File: src/rtl/ncl_pkg.sv
// rtl/ncl_pkg.sv - shared NCL encodings and dual-rail helper functions
package ncl_pkg;

   localparam int NCL_RST_NULL  = 0;
   localparam int NCL_RST_DATA0 = 1;
   localparam int NCL_RST_DATA1 = 2;

   localparam int NCL_MAX_WIDTH = 64;
   typedef logic [NCL_MAX_WIDTH-1:0] ncl_vec_t;

   function automatic logic is_null(input ncl_vec_t t, input ncl_vec_t f);
      return (t | f) == '0;
   endfunction

   // Narrower words are passed zero-extended; only the low width bits must be valid.
   function automatic logic is_data(input ncl_vec_t t, input ncl_vec_t f, input int width);
      logic ok;
      ok = 1'b1;
      for (int i = 0; i < NCL_MAX_WIDTH; i++) begin
         if (i < width && !(t[i] ^ f[i])) ok = 1'b0;
      end
      return ok;
   endfunction

endpackage

File: src/rtl/ncl_thmn_gate.sv
// rtl/ncl_thmn_gate.sv - clocked hysteretic THmn threshold gate
module ncl_thmn_gate #(
   parameter int   M       = 2,
   parameter int   N       = 2,
   parameter logic RESET_Q = 1'b0
) (
   input  logic         clk,
   input  logic         rst_n,
   input  logic [N-1:0] a,
   input  logic         hold,
   output logic         q
);

   // Sets at M-of-N ones, clears only when every input is 0, otherwise keeps state.
   always_ff @(posedge clk or negedge rst_n) begin
      if (!rst_n) begin
         q <= RESET_Q;
      end else if (!hold) begin
         if ($countones(a) >= M) q <= 1'b1;
         else if (a == '0)       q <= 1'b0;
      end
   end

endmodule

File: src/rtl/ncl_dr_reg_stage.sv
// rtl/ncl_dr_reg_stage.sv - NCL dual-rail register stage with completion detection
module ncl_dr_reg_stage import ncl_pkg::*; #(
   parameter int WIDTH         = 8,
   parameter int RESET_VAL     = NCL_RST_NULL,
   parameter int CHECK_ILLEGAL = 1
) (
   input  logic             clk,
   input  logic             rst_n,
   input  logic [WIDTH-1:0] d_t,
   input  logic [WIDTH-1:0] d_f,
   input  logic             ki,
   output logic [WIDTH-1:0] q_t,
   output logic [WIDTH-1:0] q_f,
   output logic             ko,
   output logic             err,
   input  logic             err_clr
);

   localparam logic RST_T    = (RESET_VAL == NCL_RST_DATA1);
   localparam logic RST_F    = (RESET_VAL == NCL_RST_DATA0);
   localparam logic RST_DONE = (RESET_VAL != NCL_RST_NULL);

   logic [WIDTH-1:0] illegal;
   logic [WIDTH-1:0] v;
   logic             done;

   assign illegal = d_t & d_f;
   assign v       = q_t | q_f;
   assign ko      = ~done;

   // A rail may not rise while its partner is high, so q_t/q_f are never both 1
   // even if upstream skips the NULL wavefront; the interlock is independent of err reporting.
   for (genvar i = 0; i < WIDTH; i++) begin : g_bit
      ncl_thmn_gate #(.M(2), .N(2), .RESET_Q(RST_T)) u_rail_t (
         .clk   (clk),
         .rst_n (rst_n),
         .a     ({d_t[i], ki}),
         .hold  (illegal[i] | q_f[i]),
         .q     (q_t[i])
      );
      ncl_thmn_gate #(.M(2), .N(2), .RESET_Q(RST_F)) u_rail_f (
         .clk   (clk),
         .rst_n (rst_n),
         .a     ({d_f[i], ki}),
         .hold  (illegal[i] | q_t[i]),
         .q     (q_f[i])
      );
   end

   ncl_thmn_gate #(.M(WIDTH), .N(WIDTH), .RESET_Q(RST_DONE)) u_done (
      .clk   (clk),
      .rst_n (rst_n),
      .a     (v),
      .hold  (1'b0),
      .q     (done)
   );

   if (CHECK_ILLEGAL != 0) begin : g_err
      always_ff @(posedge clk or negedge rst_n) begin
         if (!rst_n)        err <= 1'b0;
         else if (|illegal) err <= 1'b1;
         else if (err_clr)  err <= 1'b0;
      end
   end else begin : g_no_err
      assign err = 1'b0;
   end

endmodule
File: config.mk
export PLATFORM = sky130hd
export DESIGN_NAME = ncl_dr_reg_stage
export DESIGN_NICKNAME = d
export VERILOG_FILES = /design/src/rtl/ncl_pkg.sv /design/src/rtl/ncl_thmn_gate.sv /design/src/rtl/ncl_dr_reg_stage.sv
export SDC_FILE = /design/constraint.sdc
export NUM_CORES = 1
export LEC_CHECK = 0
export BUFFER_PORTS_ARGS = -buffer_cell sky130_fd_sc_hd__buf_2
export CAP_MARGIN = 30
export CORE_MARGIN = 1.5
export CORE_UTILIZATION = 53
export CTS_CLUSTER_DIAMETER = 50
export DETAILED_ROUTE_END_ITERATION = 6
export PLACE_DENSITY = 0.8
export SYNTH_ARGS = -nofsm -noshare
export SYNTH_HDL_FRONTEND = slang
export SYNTH_SLANG_ARGS = --single-unit
File: constraint.sdc
create_clock -name clk -period 3.75 [get_ports clk]
set_input_delay 0.75 -clock clk [delete_from_list [all_inputs] [get_ports clk]]
set_output_delay 0.75 -clock clk [all_outputs]
set_load 0.01 [all_outputs]
Word-level counts from Yosys, hierarchy flattened

Cells that the tools add are included.

Output and inout port bits: 18
Register bits after elaboration: 18
Bits of input ports: 20
Memory bits (writable): 0
ROM bits: 0
Latch bits: 0
Memories kept: 0
Logic and storage cells: 181

Div/mod/pow operators: 0
Reductions and logical operators: 52
Magnitude comparators: 17
Bitwise gates (word level): 35
Add/sub/neg operators: 23
Eq/ne operators: 0
Multiply operators: 0
Mux-type cells: 36
Shift-type cells: 0

Operators with widths:

| kind                | number |
|---|---|
| $ge 32x3->1 const B | 16 |
| $add 32x32->32      | 3 |
| $add 1x1->2         | 20 |
| $mux 1              | 36 |
| $reduce_bool 2->1   | 18 |
| $ge 32x5->1 const B | 1 |
| $logic_not 2->1     | 16 |
| $reduce_and 2->1    | 16 |
| $not 1->1           | 17 |
| $or 1x1->1          | 16 |
| $and 8x8->8         | 1 |
| $logic_not 8->1     | 1 |
| $or 8x8->8          | 1 |
| $reduce_or 8->1     | 1 |

Depth between registers and ports, before layout

Depth after elaboration: 6
Mapped depth: 11

Hierarchy

From an unflattened synthesis, not the netlist that was laid out.

Cells, all modules: 124
Area, all modules: 1303.8 um^2

By module, submodules not included:

| module                                 | seq. area each (um^2) | cells an instance | times used | area each (um^2) |
|---|---|---|---|---|
| ncl_thmn_gate at g_bit[0].u_rail_f ... | 25.0                  | 4                 | 16         | 52.6 |
| ncl_dr_reg_stage                       | 25.0                  | 36                | 1          | 251.5 |
| ncl_thmn_gate at u_done                | 25.0                  | 24                | 1          | 211.5 |

Worst setup path before layout

No wires, ideal clock.

Path kind: register to register
Start point: register g_bit[0].u_rail_f.q
End point: register u_done.q
Data required time: 3.667 ns
Buffers on the path: 0
Cell stages (with the launch flop): 11
Arrival time: 2.553 ns
Slack: 1.115 ns
Setup time: 0.083 ns
Path through: dfrtp_1 > or2_2 > ha_1 > fa_1 > inv_1 > fa_1 > inv_1 > ha_1 > inv_1 > fa_1 > o21ai_0

Cells in the longest elaborated chain, start to end: 6

RTL lines:

| element                                           | RTL line               | source |
|---|---|---|
| from (decl)                                       | ncl_thmn_gate.sv:11    | `output logic q` |
| from (signal assigned)                            | ncl_thmn_gate.sv:17    | `q <= RESET_Q;` |
| from (signal assigned)                            | ncl_thmn_gate.sv:19    | `if ($countones(a) >= M) q <= 1'b1;` |
| from (signal assigned)                            | ncl_thmn_gate.sv:20    | `else if (a == '0) q <= 1'b0;` |
| $or 8x8->8 (*)                                    | ncl_dr_reg_stage.sv:28 | `assign v = q_t \| q_f;` |
| $add 1x1->2 (implied by the code)                 | ncl_thmn_gate.sv:19    |  |
| $add 32x32->32 (implied by the code) (2 in a row) | ncl_thmn_gate.sv:19    |  |
| $ge 32x5->1                                       | ncl_thmn_gate.sv:19    |  |
| $mux 1 or $reduce_bool 2->1 (tied branches)       | -                      |  |
| to (signal assigned)                              | ncl_thmn_gate.sv:17    |  |
| to (signal assigned)                              | ncl_thmn_gate.sv:19    |  |
| to (signal assigned)                              | ncl_thmn_gate.sv:20    |  |
| to (decl)                                         | ncl_thmn_gate.sv:11    |  |

Every way passes the cells marked *; elsewhere a longest branch is shown, timed or not.
A chain may end at the register's enable or synchronous reset.

Worst setup path in the final report

Same ends and word-level chain as after synthesis.

==> impl_metrics.tcl <==
set metrics [dict create \
    status "complete, no violations" \
    synthFlopType "dfrtp_1" \
    clkLatencyLatePin_ps 290 \
    finalWorstSetupSlack_ps 1010 \
    grt_pass1_vias 1066 \
    totalWireLength_mm 2.63 \
    synth_common_cells "ha_1, dfrtp_1, buf_4, inv_1, mux2_2" \
    ys_seq_elements 18 \
    grt_first_pass_wirelength_mm 4.62 \
    fin_cells 185 \
    synth-edff-count 0 \
    numCtsBuffers 3 \
    worst_pin_slew_ps 412 \
    io_buffers 37 \
    place_ws_ps 1010 \
    synthTopCellsByArea "dfrtp_1, ha_1, mux2_2" \
    rrSetupSlack_ps 1010 \
    worstSetupEndpointType "flop" \
    cp.arrival_ps 2950 \
    cp-start-kind "flop" \
    path_cells "or2_2 > ha_1 > fa_1 > inv_1 > fa_1 > inv_1 > ha_1 > inv_1 > fa_1 > o21ai_0" \
    async_flop_share_pct 100 \
    postCtsSetupBuffers 0 \
    finalClockSkew_ps 2.70 \
    fmax_mhz 365 \
    clkTransAtPathRegs_ps 100 \
    tns_ps 0 \
    numPlacedInstances 181 \
    coreArea_um2 2570 \
    critPathTopFamily "adder cells" \
    max_stage_delay_ps 540 \
    max_cap_viol_count 0 \
    synth_nets 180 \
    worstSetupPathType "flop to flop" \
    setup_viol 0 \
    cts_sinks 18 \
    initial_core_util_pct 57.6 \
    place.gp.congestion 0.830 \
    antenna_found_initial 0 \
    drc_errors 0 \
    drv_slew 0 \
    track_usage_pct 18.7 \
    rsz0062_at_grt "false" \
    drive_above_1_share_pct 44.5 \
    synth_area_leader_cell "dfrtp_1" \
    num_io_pins 38 \
    yosys.cell_types.count 19 \
    die_h_um 55.8 \
    cts_buffer_depth 2 \
    dr.pass1.iters 4 \
    leakage_nw 0.866 \
    path_max_fanout 4 \
    cts_resized 0 \
    ir_drop_uv 447 \
    syn_avg_cell_area_um2 11.4 \
    setup.worst_path.start "g_bit[0].u_rail_f.q" \
    drtIter0Drc 12 \
    wl_per_cell_um 14.2 \
    fin_crit_sh_pct 73.0 \
    syn_area_um2 1480 \
    vias_per_cell 5.39 \
    final_util_pct 63.0 \
    diodes 0 \
    nFillCells 212 \
    grt_max_degree 19 \
    die_w_um 55.8 \
    r2r-end "u_done.q" \
    critPathBufInv 3 \
    cts_tree "built" \
    critPathCapture "u_done.q" \
    syn2layout_area_growth_pct 9.40 \
    overflow 0 \
    htreeDepth 1 \
    rows 18 \
    multi_input_area_um2 847 \
    timing.rr.start "g_bit[0].u_rail_f.q" \
    hold_class "input pin to async pin" \
    cp.required_ps 3970 \
    yosys_warnings 0 \
    area.sequential_um2 450 \
    die_area_um2 3110 \
    synth_top_area_share_pct 30.5 \
    postCtsHoldBufs 0 \
    yosysMostFrequentCell "ha_1" \
    vias 997 \
    postRouteAntennaNets 0 \
    syn_inst 130 \
    cp_num_cells 10 \
    hpwl_mm 2.16 \
    cts_root_buf "clkbuf_4" \
    hold_viol 0 \
    reg2reg_depth 10 \
    power_density_nw_per_um2 546 \
    min_period_ps 2740 \
    finalNetCount 206 \
    crit_path_top_delay_cell "fa_1" \
    synth-seq-area-share_pct 30.5 \
    relSlewSlack_pct 72.5 \
]
-- metal layers --
layer	vias to the layer above	GRT usage, %	part of all wire (%)
met5	-	0	0
met4	0	3.48	0.88
met3	4	5.35	3.7
met2	20	33.3	51
met1	488	22.5	44
li1	485	-	-
-- stage by stage --
step	hold slack, ps	area (um2)	power, mW
2_1_floorplan	454	1480	0.683
3_3_place_gp	518	1580	0.740
3_5_place_dp	538	1580	0.775
4_1_cts	381	1620	0.896
5_1_grt	397	1620	0.975
6_report	371	1620	0.882
-- placed cells by master (no fill, tap or decap), drive strengths merged, types with 2 or more instances in the layout --
cell type	count
or2	6
a211oi	8
and2	4
ha	26
buf	37
fa	4
clkbuf	4
inv	16
dfrtp	18
nor2	2
mux2	16
nor3	8
-- cell type report --
cell class / count / share of cell area [%]
Inverter: 16 / 3.72
Clock buffer: 4 / 2.24
Sequential cell: 18 / 27.9
Tap cell: 30 / 2.32
Timing Repair Buffer: 37 / 11.5
Multi-Input combinational cell: 80 / 52.4
-- worst min path at each step --
stage / slack (ps) / to / startpoint / cells past startpoint
floorplan: 450 / err / rst_n / 0
global placement: 520 / u_done.q / u_done.q / 2
detailed placement: 540 / err / err / 2
CTS: 380 / g_bit[4].u_rail_t.q / rst_n / 1
global route: 400 / g_bit[5].u_rail_f.q / rst_n / 1
finish: 370 / g_bit[4].u_rail_t.q / rst_n / 1
-- where the power goes --
group          internal (mW)  switching, mW  total, mW  leakage (nW)
Combinational          0.224          0.243      0.466         0.620
Clock                 0.0591         0.0601      0.119        0.0210
Sequential             0.246         0.0510      0.297         0.225
-- sequential cells by signal (all words and copies together) (netlist names) --
name,flops
err,1
u_done.q,1
g_bit.u_rail_t.q,8
g_bit.u_rail_f.q,8
-- logic make-up after synthesis --
| family | share of synthesized area, % |
|---|---|
| mux | 12.2 |
| fa+ha+maj | 27.4 |
| compound gates | 7.28 |
| flops | 30.5 |
| simple gates | 10.4 |
| buf+inv | 12.2 |
Power figures use the tool's default switching activity.
